`src/rtl/alu_cmp_sequencer.sv`:
```
// Decode-and-issue sequencer for the LUI/SLT unit: decodes one MIPS instruction at a time,
// reads rs/rt from a sync-read regfile, drives the unit, and writes the result back.
module alu_cmp_sequencer #(
  parameter int CNT_W = 32
) (
  input  logic             clk,
  input  logic             rst_n,
  input  logic             in_valid,
  input  logic [31:0]      in_instr,
  output logic             in_ready,
  output logic [4:0]       rf_raddr1,
  output logic [4:0]       rf_raddr2,
  input  logic [31:0]      rf_rdata1,
  input  logic [31:0]      rf_rdata2,
  output logic [31:0]      alu_a,
  output logic [31:0]      alu_b,
  output logic [1:0]       alu_aluc,
  input  logic [31:0]      alu_r,
  output logic             rf_we,
  output logic [4:0]       rf_waddr,
  output logic [31:0]      rf_wdata,
  output logic             done,
  output logic             illegal,
  output logic [CNT_W-1:0] retired
);

  // Handshake: an instruction is taken on a rising edge where in_valid && in_ready;
  // in_ready is high only in IDLE, and the source holds in_valid/in_instr until taken.
  typedef enum logic [2:0] {IDLE, RD, EX, WB, ERR} state_t;
  state_t state;

  logic [5:0]  op;
  logic [5:0]  funct;
  logic        dec_legal;
  logic        dec_lui;
  logic        dec_imm;
  logic [1:0]  dec_aluc;
  logic [4:0]  dec_dst;

  logic        lui_q;
  logic        imm_sel_q;
  logic [1:0]  aluc_q;
  logic [4:0]  dst_q;
  logic [15:0] imm_q;

  logic [31:0] alu_a_q;
  logic [31:0] alu_b_q;
  logic [1:0]  alu_aluc_q;
  logic [31:0] ex_a;
  logic [31:0] ex_b;
  logic        unused_shamt;

  assign op           = in_instr[31:26];
  assign funct        = in_instr[5:0];
  assign unused_shamt = ^in_instr[10:6];

  always_comb begin
    dec_legal = 1'b0;
    dec_lui   = 1'b0;
    dec_imm   = 1'b0;
    dec_aluc  = 2'b00;
    dec_dst   = in_instr[20:16];
    case (op)
      6'b001111: begin dec_legal = 1'b1; dec_lui = 1'b1; dec_imm = 1'b1; dec_aluc = 2'b00; end
      6'b001010: begin dec_legal = 1'b1; dec_imm = 1'b1; dec_aluc = 2'b11; end
      6'b001011: begin dec_legal = 1'b1; dec_imm = 1'b1; dec_aluc = 2'b10; end
      6'b000000: begin
        dec_dst = in_instr[15:11];
        if (funct == 6'b101010) begin
          dec_legal = 1'b1;
          dec_aluc  = 2'b11;
        end else if (funct == 6'b101011) begin
          dec_legal = 1'b1;
          dec_aluc  = 2'b10;
        end
      end
      default: dec_legal = 1'b0;
    endcase
  end

  // Regfile data only arrives during EX, so the operands are steered combinationally
  // there and frozen into the hold registers as EX ends.
  assign ex_a = lui_q ? 32'd0 : rf_rdata1;
  assign ex_b = lui_q     ? {16'd0, imm_q} :
                imm_sel_q ? {{16{imm_q[15]}}, imm_q} : rf_rdata2;

  assign alu_a    = (state == EX) ? ex_a   : alu_a_q;
  assign alu_b    = (state == EX) ? ex_b   : alu_b_q;
  assign alu_aluc = (state == EX) ? aluc_q : alu_aluc_q;
  assign in_ready = (state == IDLE);

  always_ff @(posedge clk) begin
    if (!rst_n) begin
      state      <= IDLE;
      rf_we      <= 1'b0;
      done       <= 1'b0;
      illegal    <= 1'b0;
      retired    <= '0;
      alu_a_q    <= '0;
      alu_b_q    <= '0;
      alu_aluc_q <= '0;
      rf_waddr   <= '0;
      rf_wdata   <= '0;
      rf_raddr1  <= '0;
      rf_raddr2  <= '0;
      lui_q      <= 1'b0;
      imm_sel_q  <= 1'b0;
      aluc_q     <= '0;
      dst_q      <= '0;
      imm_q      <= '0;
    end else begin
      rf_we   <= 1'b0;
      done    <= 1'b0;
      illegal <= 1'b0;
      case (state)
        IDLE: begin
          if (in_valid) begin
            lui_q     <= dec_lui;
            imm_sel_q <= dec_imm;
            aluc_q    <= dec_aluc;
            dst_q     <= dec_dst;
            imm_q     <= in_instr[15:0];
            rf_raddr1 <= in_instr[25:21];
            rf_raddr2 <= in_instr[20:16];
            illegal   <= ~dec_legal;
            state     <= dec_legal ? RD : ERR;
          end
        end
        RD: state <= EX;
        EX: begin
          alu_a_q    <= ex_a;
          alu_b_q    <= ex_b;
          alu_aluc_q <= aluc_q;
          rf_wdata   <= alu_r;
          rf_waddr   <= dst_q;
          rf_we      <= (dst_q != 5'd0);
          done       <= 1'b1;
          retired    <= retired + CNT_W'(1);
          state      <= WB;
        end
        WB:      state <= IDLE;
        ERR:     state <= IDLE;
        default: state <= IDLE;
      endcase
    end
  end

endmodule
```
`config.mk`:
```
export PLATFORM = sky130hd
export DESIGN_NAME = alu_cmp_sequencer
export DESIGN_NICKNAME = d
export VERILOG_FILES = /design/src/rtl/alu_cmp_sequencer.sv
export SDC_FILE = /design/constraint.sdc
export NUM_CORES = 1
export LEC_CHECK = 0
export BUFFER_PORTS_ARGS = -buffer_cell sky130_fd_sc_hd__buf_2
export CAP_MARGIN = 20
export CORE_MARGIN = 2
export CORE_UTILIZATION = 49
export DETAILED_ROUTE_END_ITERATION = 12
export GPL_TIMING_DRIVEN = 1
export HOLD_SLACK_MARGIN = 0.03
export PLACE_DENSITY = 0.88
export SYNTH_ARGS = -nofsm -noshare
export SYNTH_HDL_FRONTEND = slang
export SYNTH_SLANG_ARGS = --single-unit
```
`constraint.sdc`:
```
create_clock -name clk -period 2.13 [get_ports clk]
set_input_delay 0.1065 -clock clk [delete_from_list [all_inputs] [get_ports clk]]
set_output_delay 0.1065 -clock clk [all_outputs]
set_load 0.02 [all_outputs]
```
==> report_table.html <==
<table>
<tr><th>Metric</th><th>Value</th></tr>
<tr><th colspan="2">Logic synthesis</th></tr>
<tr><td>Synth Area in Simple Gates</td><td>between 30% and 40%</td></tr>
<tr><td>Sequential share of the synthesized area</td><td>between 40% and 50%</td></tr>
<tr><td>Ys Warns</td><td>0</td></tr>
<tr><td>Flop and latch count out of synthesis</td><td>between 150 and 200</td></tr>
<tr><td>Syn Std Cell Area</td><td>roughly 0.0074 sq mm</td></tr>
<tr><td>Gate Count Post-Synth</td><td>about 870</td></tr>
<tr><td>Compound-gate portion of the synthesized area</td><td>around an eighth</td></tr>
<tr><td>Average cell area after synthesis</td><td>between 8 and 9 sq um</td></tr>
<tr><td>Net count after synthesis</td><td>between 1000 and 1500</td></tr>
<tr><td>Arithmetic-cell share of the synthesized area counting full adders, half adders and majority gates</td><td>less than 1%</td></tr>
<tr><td>Dominant combinational cell family by area after synthesis</td><td>simple AND/OR/NAND/NOR gates</td></tr>
<tr><td>Post-synthesis share of cell area spent on xor and xnor gates</td><td>3.54%</td></tr>
<tr><td>Multiplexer area fraction after synthesis</td><td>2.83%</td></tr>
<tr><td>Count of different cell masters after synthesis</td><td>42</td></tr>
<tr><th colspan="2">STA</th></tr>
<tr><td>Worst-case headroom to the max-slew limit</td><td>between 60% and 70%</td></tr>
<tr><td>Final TNS setup</td><td>0 ns</td></tr>
<tr><td>Slew Limit Fails</td><td>0</td></tr>
<tr><td>RSZ-0062 raised after global routing</td><td>no</td></tr>
<tr><td>Final setup fails</td><td>0</td></tr>
<tr><td>Portion of the clock cycle consumed by the worst path in the final layout</td><td>94.7%</td></tr>
<tr><td>Count of endpoints failing hold in the final timing report</td><td>0</td></tr>
<tr><td>Largest clock skew in the final design</td><td>~0.011 ns</td></tr>
<tr><td>Crit path time final</td><td>between 2 and 2.5 ns</td></tr>
<tr><td>Setup ws final</td><td>0.113 ns</td></tr>
<tr><td>Pin slew with the least headroom to its limit</td><td>about 0.47 ns</td></tr>
<tr><td>Maximum achievable frequency</td><td>around 500 MHz</td></tr>
<tr><th colspan="2">Final layout</th></tr>
<tr><td>Share of layout cells above drive strength 1</td><td>approximately 28%</td></tr>
<tr><td>Area growth, synth to finish</td><td>38.1%</td></tr>
<tr><td>Number of diodes added for antenna fixing</td><td>0</td></tr>
<tr><td>Area taken by multi-input logic gates</td><td>between 0.003 and 0.004 sq mm</td></tr>
<tr><td>Leading cell type in the layout, fill and taps excluded</td><td>sky130_fd_sc_hd__buf_2</td></tr>
<tr><td>Combined flip-flop and latch cell area</td><td>0.00352 sq mm</td></tr>
<tr><td>Commonest cells after routing, fill and taps aside</td><td>sky130_fd_sc_hd__buf_2, sky130_fd_sc_hd__nand2_1, sky130_fd_sc_hd__dfxtp_1</td></tr>
<tr><td>Fillcell total</td><td>a little over 1000</td></tr>
<tr><td>Total Nets Final</td><td>roughly 1300</td></tr>
<tr><th colspan="2">Drt</th></tr>
<tr><td>DRC violations left</td><td>0</td></tr>
<tr><td>DR vias</td><td>7271</td></tr>
<tr><td>Router iterations before antenna repair</td><td>5</td></tr>
<tr><td>Number of antenna-violating nets in the routed design</td><td>0</td></tr>
<tr><td>Average routed wire per standard cell</td><td>15.5 microns</td></tr>
<tr><td>DR iter-0 viols</td><td>approximately 460</td></tr>
<tr><td>Drt total wl</td><td>~22 mm</td></tr>
<tr><td>Avg Vias per Cell</td><td>5.24</td></tr>
<tr><th colspan="2">Floorplan</th></tr>
<tr><td>Number of primary I/O pins</td><td>between 200 and 300</td></tr>
<tr><td>Floorplan Core Area</td><td>~0.015 sq mm</td></tr>
<tr><td>Die area</td><td>approximately 0.016 sq mm</td></tr>
<tr><td>Horiz. Die Dim</td><td>~130 microns</td></tr>
<tr><td>Die Y-Extent</td><td>127 microns</td></tr>
<tr><td>Effective utilization at floorplan</td><td>50.6%</td></tr>
<tr><td>Number of rows in the core area</td><td>44</td></tr>
<tr><th colspan="2">Power and ir drop</th></tr>
<tr><td>IR Drop Worst-Case VDD</td><td>~0.63 mV</td></tr>
<tr><td>Switching power as a share of total power</td><td>a little under a quarter</td></tr>
<tr><td>Combinational Power Share</td><td>under 10%</td></tr>
<tr><td>Cell internal pwr</td><td>0.00535 W</td></tr>
<tr><td>Register share of total power</td><td>48.5%</td></tr>
<tr><td>Cell leakage power</td><td>4.90 nW</td></tr>
<tr><td>P per Cell Area</td><td>slightly below 700 mW/mm^2</td></tr>
<tr><td>Net switching power</td><td>0.00163 W</td></tr>
<tr><td>Relative contribution of the clock network to total power</td><td>43.3%</td></tr>
<tr><th colspan="2">GRT</th></tr>
<tr><td>Maximum number of pins on one net before global-route repair</td><td>72</td></tr>
<tr><td>Total gr overflow</td><td>0</td></tr>
<tr><td>Antenna violations before repair</td><td>0</td></tr>
<tr><td>Number of global-route vias before repair</td><td>7023</td></tr>
<tr><td>Total routing usage reported by global routing</td><td>26.0%</td></tr>
<tr><td>Wire length of the first global-routing pass</td><td>between 30 and 40 mm</td></tr>
<tr><th colspan="2">Placed design</th></tr>
<tr><td>Port-buffer cells</td><td>~280</td></tr>
<tr><td>Worst-case setup slack after placement</td><td>about 0.29 ns</td></tr>
<tr><td>Final weighted congestion in routability-driven placement</td><td>approximately 0.83</td></tr>
<tr><td>Placed wire-length estimate after detailed placement</td><td>between 10 and 15 mm</td></tr>
<tr><th colspan="2">Setup path</th></tr>
<tr><td>Setup Crit Path Kind</td><td>flip-flop to output port</td></tr>
<tr><td>Data required time at the worst endpoint</td><td>between 2 and 2.5 ns</td></tr>
<tr><td>Startpoint of the worst-slack reg-to-reg timing path</td><td>retired[0]</td></tr>
<tr><td>Peak fanout along the critical path</td><td>between 60 and 70</td></tr>
<tr><td>Capturing point of the worst reg2reg path</td><td>retired[26]</td></tr>
<tr><td>Reg-to-reg setup timing slack</td><td>about 0.27 ns</td></tr>
<tr><td>Critical path launch point</td><td>state[2]</td></tr>
<tr><td>Sort of element at the end of the critical path</td><td>output port</td></tr>
<tr><td>Worst setup path end</td><td>alu_b[21]</td></tr>
<tr><td>Critical path data arrival time</td><td>1.91 ns</td></tr>
<tr><td>Worst setup SP type</td><td>flip-flop</td></tr>
<tr><td>Depth of the worst register-to-register path</td><td>6</td></tr>
<tr><th colspan="2">Clock tree</th></tr>
<tr><td>Total clock buffers created by CTS</td><td>17</td></tr>
<tr><td>Clock network latency to the later pin of the worst-skew pair</td><td>roughly 0.42 ns</td></tr>
<tr><td>Clock-pin slew reported for the worst setup and hold paths after clock tree synthesis</td><td>about 0.07 ns</td></tr>
<tr><td>Clk sinks</td><td>roughly 180</td></tr>
<tr><td>CTS tree</td><td>yes</td></tr>
<tr><td>Buffer levels on the longest clock path</td><td>2</td></tr>
<tr><td>H-tree Lvls</td><td>4</td></tr>
<tr><td>CTS Root Cell</td><td>sky130_fd_sc_hd__clkbuf_16</td></tr>
<tr><th colspan="2">Outcome</th></tr>
<tr><td>Status</td><td>finished, final reports clean</td></tr>
<tr><th colspan="2">Worst hold path</th></tr>
<tr><td>Type of the most critical hold path</td><td>input pin to flip-flop</td></tr>
<tr><th colspan="2">Job</th></tr>
<tr><td>MaxCap Viol Count</td><td>0</td></tr>
</table>
[stage by stage]
step           power [W]  instance area (sq um)  hold slack, ns  std cells  utilization [%]
2_1_floorplan    0.00369                   7420           0.251        872                -
5_1_grt          0.00721                  10200          0.0593       1387             69.9
4_1_cts          0.00699                  10200          0.0319       1387             69.9
3_5_place_dp     0.00391                   9000           0.365       1289             61.4
3_3_place_gp     0.00390                   9000           0.356       1289             61.4
6_report         0.00697                  10200          0.0513       1387             69.9
[area by class of cell]
cell class | count | area share (%)
clock buffer | 21 | 4.59
clock inverter | 11 | 1.03
inverter | 7 | 0.293
multi-input combinational | 628 | 35.5
sequential | 176 | 34.4
tap | 184 | 2.25
timing repair buffer | 360 | 21.9
[what timing repair did]
item | 4_1_cts | 5_1_grt
buffers inserted | 0 | 0
endpoints found under the hold margin | 67 | 0
hold buffers | 66 | 0
resized for setup | 0 | 3
setup endpoints to repair | 0 | 32
[sequential cells by signal, summed over array words and instances, names as in the netlist, 5 cells and up]
| name | count |
|---|---|
| retired | 32 |
| rf_raddr2 | 5 |
| alu_a_q | 32 |
| dst_q | 5 |
| rf_wdata | 32 |
| rf_waddr | 5 |
| alu_b_q | 32 |
| imm_q | 16 |
| rf_raddr1 | 5 |
[synthesized netlist by cell type, drive strengths merged]
master / count / share of area (%)
a21boi: 67 / 6.8
a21oi: 21 / 1.4
and2: 95 / 8.0
and3: 4 / 0.34
and4: 4 / 0.47
buf: 15 / 1.0
clkbuf: 46 / 2.3
dfxtp: 176 / 48
ha: 1 / 0.17
inv: 7 / 0.35
mux2i: 21 / 2.8
nand2: 254 / 13
nand2b: 1 / 0.084
nand3: 10 / 0.74
nand3b: 32 / 3.2
nand4: 14 / 1.4
nand4bb: 1 / 0.37
nor2: 8 / 0.44
nor2b: 4 / 0.34
nor3: 7 / 0.54
nor3b: 2 / 0.20
nor4: 4 / 0.71
o211a: 5 / 0.67
o21a: 1 / 0.10
o21ai: 21 / 1.4
o221a: 1 / 0.15
o31ai: 16 / 1.6
or2: 1 / 0.084
or3: 2 / 0.17
or4: 1 / 0.10
xnor2: 23 / 2.7
xor2: 7 / 0.83
[layer usage]
| metal | vias to the layer above | global-route usage, % | part of all wire, % |
|---|---|---|---|
| li1 | 3518 | - | - |
| met1 | 3404 | 29.3 | 39 |
| met2 | 283 | 46.1 | 50 |
| met3 | 66 | 7.87 | 7.4 |
| met4 | 0 | 9.95 | 3.5 |
| met5 | - | 0 | 0 |
[how the worst min path moves through the flow]
stage / startpoint / endpoint / slack (ns) / cells after the start
6_report: rf_rdata1[8] / alu_a_q[8] / 0.05 / 4
5_1_grt: rf_rdata1[20] / alu_a_q[20] / 0.06 / 4
4_1_cts: rf_rdata1[8] / alu_a_q[8] / 0.03 / 4
3_5_place_dp: alu_r[14] / rf_wdata[14] / 0.36 / 3
3_3_place_gp: alu_r[9] / rf_wdata[9] / 0.36 / 3
2_1_floorplan: in_instr[24] / rf_raddr1[3] / 0.25 / 2
[logic make-up after synthesis]
group	Yosys count
AOI/OAI and AO/OA	132
buffers and inverters	68
muxes	21
DFF	176
and+or+nand+nor	444
xor gates and xnor gates	30
adders and majority gates	1
[power by group through the flow]
stage | clock [W] | combinational, W | sequential (W)
floorplan | 0 | 0.000217 | 0.00347
global placement | 0 | 0.000449 | 0.00345
detailed placement | 0 | 0.000458 | 0.00346
CTS | 0.00306 | 0.000554 | 0.00338
global route | 0.00320 | 0.000615 | 0.00339
finish | 0.00302 | 0.000571 | 0.00338
[worst max-delay path, cell delays in order (launching register included)]
cell and delay (ns):
sky130_fd_sc_hd__dfxtp_1 0.37, sky130_fd_sc_hd__nor2_2 0.22, sky130_fd_sc_hd__nand2_4 0.10, sky130_fd_sc_hd__buf_12 0.19
sky130_fd_sc_hd__o31ai_1 0.34, sky130_fd_sc_hd__buf_2 0.23
(Power assumes the default switching activity.)
